## src/rtl/ab_alu_datapath.sv

```systemverilog
// A/B accumulator registers and 4-function ALU of the SAP-style CPU.
// All state is strobe-driven by the control sequencer; flags hold between ALU ops for JZ.
module ab_alu_datapath #(
  parameter int unsigned W = 4
) (
  input  logic         clk,
  input  logic         reset,
  input  logic [3:0]   opcode,
  input  logic [W-1:0] ram_in,
  input  logic [W-1:0] tmp_in,
  input  logic         carry_in,
  input  logic         la_ram,
  input  logic         la_b,
  input  logic         la_alu,
  input  logic         lb_tmp,
  input  logic         lb_alu,
  input  logic         eu,
  output logic [W-1:0] a_q,
  output logic [W-1:0] b_q,
  output logic [W-1:0] alu_a,
  output logic [W-1:0] alu_b,
  output logic         z,
  output logic         cy
);

  localparam logic [3:0] OP_ADD  = 4'b0001;
  localparam logic [3:0] OP_SUB  = 4'b0010;
  localparam logic [3:0] OP_XCHG = 4'b0011;
  localparam logic [3:0] OP_RCL  = 4'b0100;
  localparam logic [3:0] OP_SHR  = 4'b0101;

  logic [W-1:0] a_d, b_d;
  logic [W-1:0] alu_a_q, alu_a_d;
  logic [W-1:0] alu_b_q, alu_b_d;
  logic         z_q, z_d;
  logic         cy_q, cy_d;
  logic [W:0]   sum_c;
  logic [W-1:0] diff_c;
  logic [W-1:0] shr_c;
  logic [W-1:0] rcl_c;

  assign alu_a = alu_a_q;
  assign alu_b = alu_b_q;
  assign z     = z_q;
  assign cy    = cy_q;

  // Candidate ALU results from the pre-edge register values
  always_comb begin
    sum_c  = {1'b0, a_q} + {1'b0, b_q};
    diff_c = a_q - b_q;
    shr_c  = {1'b0, a_q[W-1:1]};
    rcl_c  = {b_q[W-2:0], carry_in};
  end

  // A/B load muxes; la_b reads b_q before the edge so a same-edge swap is clean
  always_comb begin
    a_d = a_q;
    b_d = b_q;
    if (la_alu)      a_d = alu_a_q;
    else if (la_b)   a_d = b_q;
    else if (la_ram) a_d = ram_in;
    if (lb_alu)      b_d = alu_b_q;
    else if (lb_tmp) b_d = tmp_in;
  end

  // ALU result/flag registers update only on eu with an ALU opcode
  always_comb begin
    alu_a_d = alu_a_q;
    alu_b_d = alu_b_q;
    z_d     = z_q;
    cy_d    = cy_q;
    if (eu) begin
      case (opcode)
        OP_ADD: begin
          alu_a_d = sum_c[W-1:0];
          cy_d    = sum_c[W];
          z_d     = (sum_c[W-1:0] == '0);
        end
        OP_SUB: begin
          alu_a_d = diff_c;
          cy_d    = (a_q < b_q);
          z_d     = (diff_c == '0);
        end
        OP_SHR: begin
          alu_a_d = shr_c;
          cy_d    = a_q[0];
          z_d     = (shr_c == '0);
        end
        OP_RCL: begin
          alu_b_d = rcl_c;
          cy_d    = b_q[W-1];
          z_d     = (rcl_c == '0);
        end
        OP_XCHG: ;
        default: ;
      endcase
    end
  end

  always_ff @(posedge clk or negedge reset) begin
    if (!reset) begin
      a_q     <= '0;
      b_q     <= '0;
      alu_a_q <= '0;
      alu_b_q <= '0;
      z_q     <= 1'b0;
      cy_q    <= 1'b0;
    end else begin
      a_q     <= a_d;
      b_q     <= b_d;
      alu_a_q <= alu_a_d;
      alu_b_q <= alu_b_d;
      z_q     <= z_d;
      cy_q    <= cy_d;
    end
  end

endmodule

```

## config.mk

```make
export PLATFORM = sky130hd
export DESIGN_NAME = ab_alu_datapath
export DESIGN_NICKNAME = d
export VERILOG_FILES = /design/src/rtl/ab_alu_datapath.sv
export SDC_FILE = /design/constraint.sdc
export NUM_CORES = 1
export LEC_CHECK = 0
export ABC_CLOCK_PERIOD_IN_PS = 2980
export BUFFER_PORTS_ARGS = -buffer_cell sky130_fd_sc_hd__buf_4
export CAP_MARGIN = 10
export CORE_UTILIZATION = 54
export CTS_CLUSTER_SIZE = 40
export DETAILED_ROUTE_END_ITERATION = 6
export PLACE_DENSITY = 0.93
export RECOVER_POWER = 25
export SLEW_MARGIN = 20
export SYNTH_ARGS = -nofsm -noshare
export SYNTH_HDL_FRONTEND = slang
export SYNTH_SLANG_ARGS = --single-unit
```

## constraint.sdc

```tcl
create_clock -name clk -period 2.98 [get_ports clk]
set_input_delay 0 -clock clk [delete_from_list [all_inputs] [get_ports clk]]
set_output_delay 0 -clock clk [all_outputs]
set_load 0.02 [all_outputs]
```

==> results_dict.tcl, run 1 <==
set metrics [dict create \
    hold_depth 3 \
    power_density_nw_per_um2 670.5 \
    cp.arrival_ns 2.27 \
    status "complete, no violations" \
    post-route-drc-count 0 \
    syn_inst 142 \
    drive_gt1_share_pct 24.59 \
    dp_hpwl_um 2477 \
    synth_warnings 0 \
    worst_slack_ns 0.8949 \
    min_path_type "in2reg" \
    fillerInstances 168 \
    maxCapViolCount 0 \
    portBuffers 38 \
    yosys-top-cells-area "dfrtp_1, ha_1, mux2i_1" \
    numCtsBuffers 3 \
    root_buffer "clkbuf_4" \
    clock_skew_ns 0.007604 \
    cts.sinks 18 \
    cts.clk_slew.worst_paths_ns 0.11 \
    diodes 0 \
    drt_wl_total_um 3247 \
    timing.slew.headroom_pct 37.32 \
    tns_ns 0 \
    grt_pass1_wl_um 5354 \
    grt_use_total_pct 28.97 \
    die_w_um 50.23 \
    areaGrowthSynthToFinish_pct 29.58 \
    grt_antenna_before_repair 0 \
    worst_ir_drop_vdd_mv 0.4618 \
    yosysSeqAreaShare_pct 35.86 \
    cts_tree "built" \
    period_needed_ns 2.085 \
    routedWlPerCell_um 15.39 \
    setup_viol 0 \
    postSynthAreaPerCell_um2 8.847 \
    finalMaxSlewViolations 0 \
    ant_nets 0 \
    p_leak_nw 0.7867 \
    synth-seq-cells 18 \
    die_area_um2 2523 \
    viasPerCell 5.602 \
    cp-end-kind "flip-flop" \
    synth_top_area_share_pct 35.86 \
    drt_iter0_drc 28 \
    cts.path.max_buffers 2 \
    synth_area_um2 1256 \
    critPathKind "reg2reg" \
    grt_pass1_vias 1177 \
    grt_max_degree 19 \
    final_cell_mix "buf_4, dfrtp_1, nand2_1, o21ai_0" \
    max_slew.worst_pin.slew_ns 0.9403 \
    fin_total_pwr_mw 1.091 \
    whs_ns 0.004639 \
    path_max_fanout 9 \
    r2r-start "a_q[2]$_DFFE_PN0P_" \
    dr.pass1.iters 4 \
    finalNetCount 215 \
    ios 39 \
    rows 17 \
    rsz0062_at_grt "no" \
    postSynthNetCount 173 \
    clock_latency_ns 0.30 \
    final_common_cell "buf_4" \
    gp_congestion 0.8854 \
    via_count 1182 \
    hold_viol 0 \
    crit_end "z$_DFFE_PN0P_" \
    timing.rr.end "z$_DFFE_PN0P_" \
    reg2reg_depth 6 \
    startpoint "a_q[2]$_DFFE_PN0P_" \
    max_freq_mhz 479.6 \
    core_um2 2212 \
    utilization_pct 73.59 \
    htreeDepth 1 \
    start_kind "flip-flop" \
    crit_required_ns 3.16 \
    r2r_setup_slack_ns 0.89 \
    period_share_pct 69.97 \
    fp.dieH_um 50.23 \
    synth_top_area_cell "dfrtp_1" \
    yosys.cell_types.count 33 \
    overflow 0 \
    place_ws_ns 0.8991 \
    start_util_pct 56.79 \
]
==> cells in the mapped netlist, drive strengths merged <==
library cell,n
a21oi,12
nand3b,2
nor2,11
nand2,16
and3,1
nand3,2
o221ai,2
or2,1
xor2,1
dfrtp,18
a31oi,3
clkbuf,4
buf,2
a221oi,2
o221a,1
inv,11
a32oi,1
or4,1
o21ai,17
nor4b,1
a21o,2
o22a,2
mux2i,8
ha,8
mux2,2
nand2b,3
xnor2,3
o21bai,2
fa,2
or3b,1
==> final cells by class <==
class	instances	area (um^2)	area share, %
clock buffer	4	36.28	2.229
multi-input combinational	107	733.2	45.04
inverter	11	41.29	2.537
tap	28	35.03	2.152
timing repair buffer	43	331.6	20.37
sequential	18	450.4	27.67
==> sequential cells by signal (all words and copies together) (netlist names) <==
| register | cells |
|---|---|
| z | 1 |
| b_q | 4 |
| alu_b | 4 |
| cy | 1 |
| a_q | 4 |
| alu_a | 4 |
==> per-layer routing <==
layer | up-vias | global-route usage (%) | share of wire (%)
met5 | - | 0 | 0
met2 | 59 | 52.67 | 52
li1 | 580 | - | -
met4 | 0 | 11.43 | 1.6
met3 | 6 | 4.545 | 6.2
met1 | 537 | 33.40 | 41
==> where the power goes <==
part,total [mW],internal (mW),switching [mW]
clock network,0.155,0.0745,0.0804
logic,0.549,0.249,0.300
registers,0.388,0.308,0.0800
==> metrics by stage <==
step / instance area, um^2 / std cells
after floorplan: 1256 / 142
after global placement: 1545 / 202
after detailed placement: 1545 / 202
after CTS: 1632 / 211
after global routing: 1628 / 211
final: 1628 / 211
==> repair_timing <==
item | CTS | global route
hold buffers | 5 | 0
setup buffers | 0 | 0
resized for setup | 0 | 0
endpoints found under the hold margin | 27 | 0
==> how the worst min path moves through the flow <==
stage	startpoint	end	slack, ns
3_3_place_gp	reset	cy$_DFFE_PN0P_	-0.12
3_5_place_dp	reset	alu_a[1]$_DFFE_PN0P_	-0.12
2_1_floorplan	reset	a_q[0]$_DFFE_PN0P_	-0.30
4_1_cts	tmp_in[3]	b_q[3]$_DFFE_PN0P_	0.02
6_report	tmp_in[0]	b_q[0]$_DFFE_PN0P_	0.005
5_1_grt	tmp_in[3]	b_q[3]$_DFFE_PN0P_	0.04
==> logic make-up after synthesis <==
| logic type | share of synthesized area (%) |
|---|---|
| buffers and inverters | 5.776 |
| xor gates and xnor gates | 2.789 |
| muxes | 8.167 |
| adders and majority gates | 11.16 |
| AOI/OAI and AO/OA | 21.51 |
| and+or+nand+nor | 14.74 |
| DFF | 35.86 |
==> critical path, stage by stage (launching register included) <==
cell	delay, ns
dfrtp_1	0.50
ha_1	0.50
inv_1	0.11
a221oi_1	0.37
xnor2_1	0.14
a32oi_1	0.23
a31oi_1	0.12
Power figures use the tool's default switching activity.
==> run 2: changes to the inputs <==
Settings changed: ABC_AREA from default to 1, ABC_CLOCK_PERIOD_IN_PS 2980 to 1800, CORE_UTILIZATION 54 to 46, PLACE_DENSITY 0.93 to 0.84.
Clock period 2.98 ns to 1.8 ns, I/O delays scaled along.
==> run 2 against run 1 <==
Against the previous run: clock skew decreased by 0.0032 ns; sequential power grew 54%; power is 72% higher; routed wire length rose by 11%; non-clock buffer count up 8; highest routed layer unchanged.
==> results_dict.tcl, run 2 <==
set metrics [dict create \
    status "complete, no violations" \
    portBuffers 38 \
    period_share_pct 96.78 \
    cts_tree "built" \
    min_from "eu" \
    placed_cell_area_um2 1702 \
    synth-seq-cells 18 \
    root_buffer "clkbuf_4" \
    postSynthNetCount 222 \
    routedWlPerCell_um 13.07 \
    viasPerCell 5.178 \
    grtUsageMet3_pct 3.023 \
    synth_top_family_by_area "simple AND/OR/NAND/NOR gates" \
    ant_nets 0 \
    synth_warnings 0 \
    cp.arrival_ns 1.97 \
    place_inst 264 \
    synth_area_um2 1340 \
    die_area_um2 3133 \
    startpoint "b_q[0]$_DFFE_PN0P_" \
    gp_congestion 0.9694 \
    synthFlopType "dfrtp_1" \
    muxShareOfSynthArea_pct 0 \
    cts.sinks 18 \
    overflow 0 \
    fp.dieH_um 55.98 \
    finalMaxSlewViolations 0 \
    clock_skew_ns 0.004404 \
    yosys-top-cells-area "dfrtp_1, nand2_1, ha_1" \
    maxCapViolCount 0 \
    cts.path.max_buffers 2 \
    via_count 1424 \
    use_met1_pct 33.18 \
    grt_pass1_vias 1378 \
    path_max_fanout 4 \
    period_needed_ns 1.742 \
    timing.slew.headroom_pct 33.74 \
    finalNetCount 276 \
    synth_top_area_share_pct 33.61 \
    whs_ns 0.01688 \
    synthSimpleGateAreaFrac_pct 33.61 \
    yosys.cell_types.count 22 \
    start_kind "flip-flop" \
    final_cell_mix "nand2_1, buf_4, inv_1, dfrtp_1" \
    areaGrowthSynthToFinish_pct 35.39 \
    rows 19 \
    numCtsBuffers 3 \
    crit_required_ns 2.02 \
    diodes 0 \
    start_util_pct 48.59 \
    grt_antenna_before_repair 0 \
    setup_viol 0 \
    stdcell_count 275 \
    synth_xor_area_share_pct 0 \
    max_freq_mhz 574.0 \
    dp_hpwl_um 2822 \
    synth-edff-count 0 \
    synthAdderAreaFrac_pct 10.46 \
    drt_wl_total_um 3593 \
    max_slew.worst_pin.slew_ns 0.9939 \
    core_um2 2758 \
    ys_async_sr_fraction_pct 100.0 \
    grt_max_degree 19 \
    grt_pass1_wl_um 5947 \
    fillerInstances 239 \
    synth_top_area_cell "dfrtp_1" \
    die_w_um 55.98 \
    drt_iter0_drc 54 \
    dr.pass1.iters 5 \
    r2r-start "b_q[0]$_DFFE_PN0P_" \
    synth_common_cells "nand2_1, inv_1, dfrtp_1, o21ai_0, nor2_1" \
    yosysSeqAreaShare_pct 33.61 \
    syn_inst 191 \
    postSynthAreaPerCell_um2 7.016 \
    worst_ir_drop_vdd_mv 0.8649 \
    min_path_type "in2reg" \
    final_common_cell "nand2_1" \
    critPathKind "reg2reg" \
    cts.clk_slew.worst_paths_ns 0.11 \
    hold_viol 0 \
    grt.busiest_layer "met2" \
    ios 39 \
    synth.most_common_cell "nand2_1" \
    power_density_nw_per_um2 1032 \
    cp-end-kind "flip-flop" \
    clock_latency_ns 0.29 \
    stdcell_area_um2 1814 \
    synth_compound_area_share_pct 14.47 \
    grt_use_total_pct 24.29 \
    rsz0062_at_grt "yes" \
    grt_use_met2_pct 41.33 \
    p_leak_nw 0.9713 \
    drive_gt1_share_pct 29.92 \
    post-route-drc-count 0 \
    htreeDepth 1 \
]
[run 2: changes by cell type after synthesis, moves of 4 or more]
cell      previous run  this run
nand3_1              2         9
nor2_1              11        17
o21ai_1              5         1
inv_1               11        21
o22ai_1              0         4
nand2_1             16        60
o211ai_1             0         6
nor2_2               0         4
inv_2                0         5
mux2i_1              8         0
a21oi_1             11         4
o21ai_0             12        18
[run 2: metal layers]
metal  up-vias  wire length [um]
met3         4               207
met2        47              1772
met4         0                38
met5         -                 0
li1        713                 -
met1       660              1574
[run 2: area by class of cell]
type	count	area (um^2)	area share, %
multi-input combinational	145	797.0	43.93
tap	31	38.79	2.138
sequential	18	450.4	24.83
inverter	26	97.59	5.379
timing repair buffer	51	394.1	21.72
clock buffer	4	36.28	2.000
[run 2: power breakdown]
part	total [mW]	leakage, nW	internal (mW)	switching (mW)
registers	0.599	0.225	0.511	0.0881
clock network	0.250	0.0210	0.123	0.127
logic	1.02	0.725	0.428	0.595
total	1.87	0.971	1.06	0.810
[run 2: through the flow]
| stage | TNS, ns | worst slack (ns) | power (mW) | utilization, % |
|---|---|---|---|---|
| 6_report | 0 | 0.05796 | 1.872 | 65.79 |
| 3_3_place_gp | 0 | 0.1259 | 1.575 | 61.71 |
| 2_1_floorplan | 0 | 0.04784 | 1.179 | - |
| 4_1_cts | 0 | 0.03136 | 1.840 | 65.20 |
| 3_5_place_dp | 0 | 0.06023 | 1.583 | 61.71 |
| 5_1_grt | -0.07038 | -0.06858 | 2.021 | 65.79 |
[run 2: cells by family (layout without fill, tap and decap cells)]
| logic type | after synthesis | in the layout |
|---|---|---|
| flops | 18 | 18 |
| simple gates | 101 | 101 |
| fa+ha+maj | 10 | 10 |
| compound gates | 34 | 34 |
| buf+inv | 28 | 81 |
[run 2: final timing paths]
path	end	slack (ns)	cells after the start
hold reg to reg	alu_b[0]$_DFFE_PN0P_	0.53	2
setup / recovery	z$_DFFE_PN0P_	0.06	11
max in group asynchronous	a_q[0]$_DFFE_PN0P_	0.82	2
setup reg to reg	z$_DFFE_PN0P_	0.06	11
min in group asynchronous	alu_b[3]$_DFFE_PN0P_	0.39	2
hold / removal	alu_a[2]$_DFFE_PN0P_	0.02	4
[run 2: critical path, cell delays in order, from the launching register on]
cell	delay (ns)
dfrtp_1	0.43
ha_2	0.23
inv_2	0.04
fa_2	0.52
nand2_1	0.06
inv_1	0.05
nand2_1	0.04
nor2_1	0.07
nand3_1	0.07
nand2_1	0.06
nor2_1	0.03
nor2_1	0.08
[run 2: timing repair]
action / 4_1_cts / 5_1_grt
setup buffers: 0 / 1
endpoints found under the hold margin: 25 / 0
setup endpoints to repair: 0 / 5
hold buffers: 6 / 0
gates resized for setup: 0 / 8
